===== src/rtl/debounce_pkg.sv =====
// Shared types for the button debouncer and anything that inspects its filter state.
package debounce_pkg;

    typedef enum logic [1:0] {
        STABLE_LOW,
        WAIT_HIGH,
        STABLE_HIGH,
        WAIT_LOW
    } db_state_t;

endpackage


===== src/rtl/sync_ff.sv =====
// Multi-flop synchronizer chain for a single asynchronous bit.
// Latency STAGES cycles; no backpressure.
module sync_ff #(
    parameter int STAGES = 2
) (
    input  logic clk,
    input  logic rst,
    input  logic d,
    output logic q
);

    logic [STAGES-1:0] chain_q;

    always_ff @(posedge clk) begin
        if (rst) begin
            chain_q <= '0;
        end else begin
            chain_q <= {chain_q[STAGES-2:0], d};
        end
    end

    assign q = chain_q[STAGES-1];

endmodule


===== src/rtl/button_debouncer.sv =====
// Turns a bouncy asynchronous button into a clean level plus one-cycle rise/fall pulses.
// Latency SYNC_STAGES+DEBOUNCE_CYCLES-1 edges from input change to output; no backpressure.
module button_debouncer
    import debounce_pkg::*;
#(
    parameter int SYNC_STAGES     = 2,
    parameter int DEBOUNCE_CYCLES = 16
) (
    input  logic clk,
    input  logic rst,
    input  logic btn_in,
    output logic btn_level,
    output logic btn_rise,
    output logic btn_fall
);

    localparam int CNT_WIDTH = $clog2(DEBOUNCE_CYCLES + 1);
    localparam logic [CNT_WIDTH-1:0] CNT_MAX = CNT_WIDTH'(DEBOUNCE_CYCLES - 1);
    localparam logic [CNT_WIDTH-1:0] CNT_ONE = CNT_WIDTH'(1);

    logic                 btn_sync;
    db_state_t            state_q, state_d;
    logic [CNT_WIDTH-1:0] cnt_q, cnt_d;
    logic                 level_q, level_d;
    logic                 rise_q, rise_d;
    logic                 fall_q, fall_d;

    sync_ff #(
        .STAGES (SYNC_STAGES)
    ) u_sync (
        .clk (clk),
        .rst (rst),
        .d   (btn_in),
        .q   (btn_sync)
    );

    always_ff @(posedge clk) begin
        if (rst) begin
            state_q <= STABLE_LOW;
            cnt_q   <= '0;
            level_q <= 1'b0;
            rise_q  <= 1'b0;
            fall_q  <= 1'b0;
        end else begin
            state_q <= state_d;
            cnt_q   <= cnt_d;
            level_q <= level_d;
            rise_q  <= rise_d;
            fall_q  <= fall_d;
        end
    end

    // cnt counts consecutive samples that disagree with the accepted level,
    // so it starts at 1 on the first disagreeing sample.
    always_comb begin
        state_d = state_q;
        cnt_d   = cnt_q;
        level_d = level_q;
        rise_d  = 1'b0;
        fall_d  = 1'b0;
        case (state_q)
            STABLE_LOW: begin
                if (btn_sync) begin
                    state_d = WAIT_HIGH;
                    cnt_d   = CNT_ONE;
                end
            end
            WAIT_HIGH: begin
                if (!btn_sync) begin
                    state_d = STABLE_LOW;
                    cnt_d   = '0;
                end else if (cnt_q == CNT_MAX) begin
                    state_d = STABLE_HIGH;
                    cnt_d   = '0;
                    level_d = 1'b1;
                    rise_d  = 1'b1;
                end else begin
                    cnt_d = cnt_q + CNT_ONE;
                end
            end
            STABLE_HIGH: begin
                if (!btn_sync) begin
                    state_d = WAIT_LOW;
                    cnt_d   = CNT_ONE;
                end
            end
            WAIT_LOW: begin
                if (btn_sync) begin
                    state_d = STABLE_HIGH;
                    cnt_d   = '0;
                end else if (cnt_q == CNT_MAX) begin
                    state_d = STABLE_LOW;
                    cnt_d   = '0;
                    level_d = 1'b0;
                    fall_d  = 1'b1;
                end else begin
                    cnt_d = cnt_q + CNT_ONE;
                end
            end
            default: begin
                state_d = STABLE_LOW;
                cnt_d   = '0;
                level_d = 1'b0;
            end
        endcase
    end

    assign btn_level = level_q;
    assign btn_rise  = rise_q;
    assign btn_fall  = fall_q;

endmodule


===== config.mk =====
export PLATFORM = sky130hd
export DESIGN_NAME = button_debouncer
export DESIGN_NICKNAME = d
export VERILOG_FILES = /design/src/rtl/debounce_pkg.sv /design/src/rtl/sync_ff.sv /design/src/rtl/button_debouncer.sv
export SDC_FILE = /design/constraint.sdc
export NUM_CORES = 1
export LEC_CHECK = 0
export ABC_AREA = 1
export BUFFER_PORTS_ARGS = -buffer_cell sky130_fd_sc_hd__buf_2
export CAP_MARGIN = 0
export CORE_AREA = 4 4 41 43
export DETAILED_ROUTE_END_ITERATION = 7
export DIE_AREA = 0 0 45 47
export GPL_TIMING_DRIVEN = 1
export PLACE_DENSITY_LB_ADDON = 0.1
export SYNTH_ARGS = -nofsm -noshare
export SYNTH_HDL_FRONTEND = slang
export SYNTH_SLANG_ARGS = --single-unit

===== constraint.sdc =====
create_clock -name clk -period 2.85 [get_ports clk]
set_input_delay 0.7125 -clock clk [delete_from_list [all_inputs] [get_ports clk]]
set_output_delay 0.7125 -clock clk [all_outputs]
set_load 0.02 [all_outputs]

# Word level (Yosys, flattened, before mapping)
# Cells that the tools add are included.
[word_totals] output_inout_bits=3 regBits=12 input_bits=3 wordCells=48
[classes] n_addsub=1 bitwise=3 mux=19 eq_ne=12 n_reduce_logical=7
[ops] cell="$mux W5" count=5
[ops] cell="$pmux W5 S4" count=1
[ops] cell="$mux W2" count=6
[ops] cell="$ne A2 B2 Y1 const B" count=4
[ops] cell="$pmux W2 S4" count=1
[ops] cell="$reduce_or A3 Y1" count=2
[ops] cell="$add A5 B1 Y5 const B" count=1
[ops] cell="$eq A5 B4 Y1 const B" count=1
[ops] cell="$mux W1" count=5
[ops] cell="$reduce_and A5 Y1" count=1
[ops] cell="$eq A2 B2 Y1 const B" count=2
[ops] cell="$ne A2 B1 Y1 const B" count=2
[ops] cell="$reduce_and A4 Y1" count=1
[ops] cell="$ne A3 B2 Y1 const B" count=1
[ops] cell="$ne A3 B3 Y1 const B" count=1
[ops] cell="$not A1 Y1" count=3
[ops] cell="$eq A2 B1 Y1 const B" count=1
[ops] cell="$logic_not A2 Y1" count=1
[ops] cell="$pmux W1 S2" count=1
[ops] cell="$reduce_and A2 Y1" count=1
[ops] cell="$reduce_bool A2 Y1" count=1

# Longest topological paths before layout
[logic_depth] word_depth=4 mapped_depth=8 depth_no_buf=8

# Cells and area by module
# Synthesis repeated with hierarchy kept, for this count alone.
[hier_totals] cells_unflattened=69 area_unflattened_um2=498.0
[modules_own_cells] mod="button_debouncer" seq_area_each_um2=200.2 n_inst=1 area_per_inst_um2=442.9 cells_per_inst=63
[modules_own_cells] mod="sync_ff" seq_area_each_um2=40.0 n_inst=1 area_per_inst_um2=55.1 cells_per_inst=6

# Worst setup path before layout
# Ideal clock, no wire load.
[synth_path] path_kind="register -> register" from="register cnt_q[0]" to="register with a tool-made name" required_ns=2.740 slack_ns=1.690 path_buffers=0 path_stages_with_launch=9 t_arrival_ns=1.050 setup_time_ns=0.110 period_less_slack_ns=1.160 path_cell_list="dfxtp_1 > ha_1 > nand3_2 > nor2_4 > inv_1 > nand2_1 > nand3_1 > inv_1 > nor2_1"
[synth_rtl] element="start, declared" line="button_debouncer.sv:23" source="logic [CNT_WIDTH-1:0] cnt_q, cnt_d;"
[synth_rtl] element="start signal, assigned" line="button_debouncer.sv:46" source="cnt_q <= cnt_d;"

# Worst setup path after layout
[layout_path] from="register level_q, in the netlist btn_level" to="output port btn_level"
[layout_rtl] element="start, declared" line="button_debouncer.sv:24" source="logic level_q, level_d;"
[layout_rtl] element="start signal, assigned" line="button_debouncer.sv:47" source="level_q <= level_d;"
[layout_rtl] element="end, declared" line="button_debouncer.sv:12" source="output logic btn_level,"
# No word-level cell between the ends.

==> run_results.csv <==
group,metric,value,unit
final_layout,final_cell_area,609,sq um
cts,htreeDepth,1,
global_route,first_global_vias,358,
final_layout,drive_gt1_share,27.6,%
placed_design,numPortBuffers,5,
global_route,overflow,0,
timing,fmaxAchievable,679,MHz
timing,worstMarginPinSlew,0.324,ns
timing,period_minus_slack,1.47,ns
final_layout,layoutNonFillerInstCount,91,
yosys,synthesis.nets,72,
job,drv_cap,0,
drt,drtIter0Drc,2,
cts,cts_setup_buffers,0,
critical_path,path_delay_family,"flip-flops",
cts,clock_path_buffers,2,
power,p_int,258,uW
floorplan,dieArea,2120,sq um
floorplan,start_util,41.8,%
yosys,synth_ff_type,"dfxtp_1",
floorplan,die_w,45,microns
cts,clkTransAtPathRegs,0.08,ns
critical_path,cp-start-kind,"flop",
floorplan,fp.dieH,47,microns
global_route,grt_pass1_wl,1480,microns
worst_hold_path,hold_class,"reg -> reg",
floorplan,top_level_ports,6,
critical_path,reg2reg_depth,8,
critical_path,path_buf_inv,1,
yosys,postSynthCellCount,68,
placed_design,dp_hpwl,629,microns
drt,finalWirelength,856,microns
cts,cts_made_buffers,3,
yosys,avgSynthCellArea,8.00,sq um
cts,cts_sinks,12,
critical_path,ff2ff_setup_slack,1.55,ns
yosys,synth_edf_count,0,
placed_design,placement.cell_area,573,sq um
timing,rsz0062_at_grt,"false",
yosys,async_flop_share,0,%
global_route,grt_use_total,9.99,%
drt,drc,0,
timing,setup_viol,0,
final_layout,syn_to_final_growth,12.0,%
cts,cts-root-buf,"clkbuf_4",
worst_hold_path,hold_depth,2,
timing,maxSlewHeadroom,78.4,%
critical_path,path_max_fanout,2,
power,p_sw,78.8,uW
final_layout,diodes,0,
yosys,synth_cell_types,18,
cts,cts_tree,"built",
floorplan,core,1300,sq um
power,p_clk_share,40.5,%
yosys,synth_seq_area_share,44.1,%
global_route,grt_start_max_net_pins,9,
placed_design,dp_cells,87,
power,combPwrFrac,7.1,%
placed_design,routabilityCongestion,0.711,
drt,drt-pass1-iter-count,4,
drt,wl_per_cell,9.41,microns
timing,skew,0.00245,ns
critical_path,slowest_delay,0.33,ns
final_layout,nets,81,
yosys,yosysWarnings,0,
critical_path,cp-end-kind,"primary output",
power,switching_share,23.4,%
final_layout,final_cell_mix,"17 x nand2_1, 12 x dfxtp_1, 6 x a21oi_1, 6 x nor2_1",
critical_path,path_class,"reg -> out",
final_layout,layout_commonest_cell,"nand2_1",
cts,holdBufCountCts,0,
critical_path,crit_arrival,0.76,ns
power,power_frac_seq,52.4,%
drt,routed-via-count,407,
critical_path,cp_cell_sequence,"buf_2",
cts,postCtsResizedCells,0,
floorplan,rows,13,
timing,whs,0.404,ns
yosys,ys_ff_latch,12,
critical_path,crit_cells,1,
timing,finalHoldViolations,0,
timing,setup-tns-final,0,ns
final_layout,n_fill_cell,143,
power,leakage,0.000249,uW
critical_path,cp_slowest_cell,"dfxtp_1",
timing,slew_viol_final,0,
critical_path,cp.required,2.14,ns
power,powerDensity,553,nW/um^2
timing,min_period_over_period,51.7,%
yosys,netlist_area,544,sq um
global_route,antenna_found_initial,0,
cts,clk_latency,0.27,ns
power,ir_worst_vdd,0.000238,V
run_status,status,"finished, final reports clean",
drt,vias_per_cell,4.47,
drt,postRouteAntennaNets,0,
==> power by group through the flow <==
stage	sequential [uW]	combinational, uW	clock (uW)
CTS	176	24.1	141
global route	177	28.3	146
finish	176	24.1	136
global placement	180	24.4	0
floorplan	178	22.0	0
detailed placement	180	24.1	0
==> synthesized netlist by cell type, types with 2 or more instances <==
| cell | n | area share (%) |
|---|---|---|
| a21oi_1 | 6 | 5.5 |
| dfxtp_1 | 12 | 44 |
| inv_1 | 5 | 3.4 |
| inv_2 | 3 | 2.1 |
| nand2_1 | 17 | 12 |
| nand2_2 | 2 | 2.3 |
| nand3_1 | 3 | 2.8 |
| nand3_2 | 2 | 3.7 |
| nor2_1 | 6 | 4.1 |
| nor2_4 | 3 | 6.2 |
| o21ai_1 | 2 | 1.8 |
==> kinds of logic (layout without fill, tap and decap cells) <==
group	after synthesis	count (layout)	synth area share, %
AOI/OAI and AO/OA	11	11	11.7
xor gates and xnor gates	1	1	1.61
adders and majority gates	1	1	2.30
buffers and inverters	9	17	8.28
DFF	12	12	44.1
and+or+nand+nor	34	34	32.0
==> registers in the layout, indices dropped and copies added, names as in the netlist, named ones only <==
name and flops:
state_q 1, cnt_q 5, btn_rise 1, btn_level 1, btn_fall 1, u_sync.chain_q 2
==> per-stage QoR <==
stage,worst slack (ns),util [%],power [uW]
2_1_floorplan,1.69,-,200
3_3_place_gp,1.58,44.0,205
3_5_place_dp,1.56,44.0,205
4_1_cts,1.37,46.8,341
5_1_grt,1.34,46.8,352
6_report,1.38,46.8,337
==> layout make-up <==
type / instances / area (sq um) / share of cell area [%]
Multi-Input combinational cell: 47 / 259 / 42.5
Sequential cell: 12 / 240 / 39.4
Clock buffer: 4 / 36.3 / 5.95
Inverter: 8 / 30.0 / 4.93
Timing Repair Buffer: 5 / 25.0 / 4.11
Tap cell: 15 / 18.8 / 3.08
==> final timing paths <==
path                                      from                           end
setup / recovery        btn_level$_SDFFE_PP0P_                     btn_level
hold / removal    u_sync.chain_q[0]$_SDFF_PP0_  u_sync.chain_q[1]$_SDFF_PP0_
setup reg to reg         cnt_q[0]$_SDFFE_PP0P_                          flop
hold reg to reg   u_sync.chain_q[0]$_SDFF_PP0_  u_sync.chain_q[1]$_SDFF_PP0_
==> metal layers <==
metal / vias up / share of wire (%) / track usage [%]
met5: - / 0 / 0
met3: 2 / 5.1 / 2.30
met2: 6 / 41 / 13.3
met1: 170 / 53 / 13.3
met4: 0 / 1.3 / 8.77
li1: 229 / - / -
No activity file was read; power rests on OpenSTA's default activity.
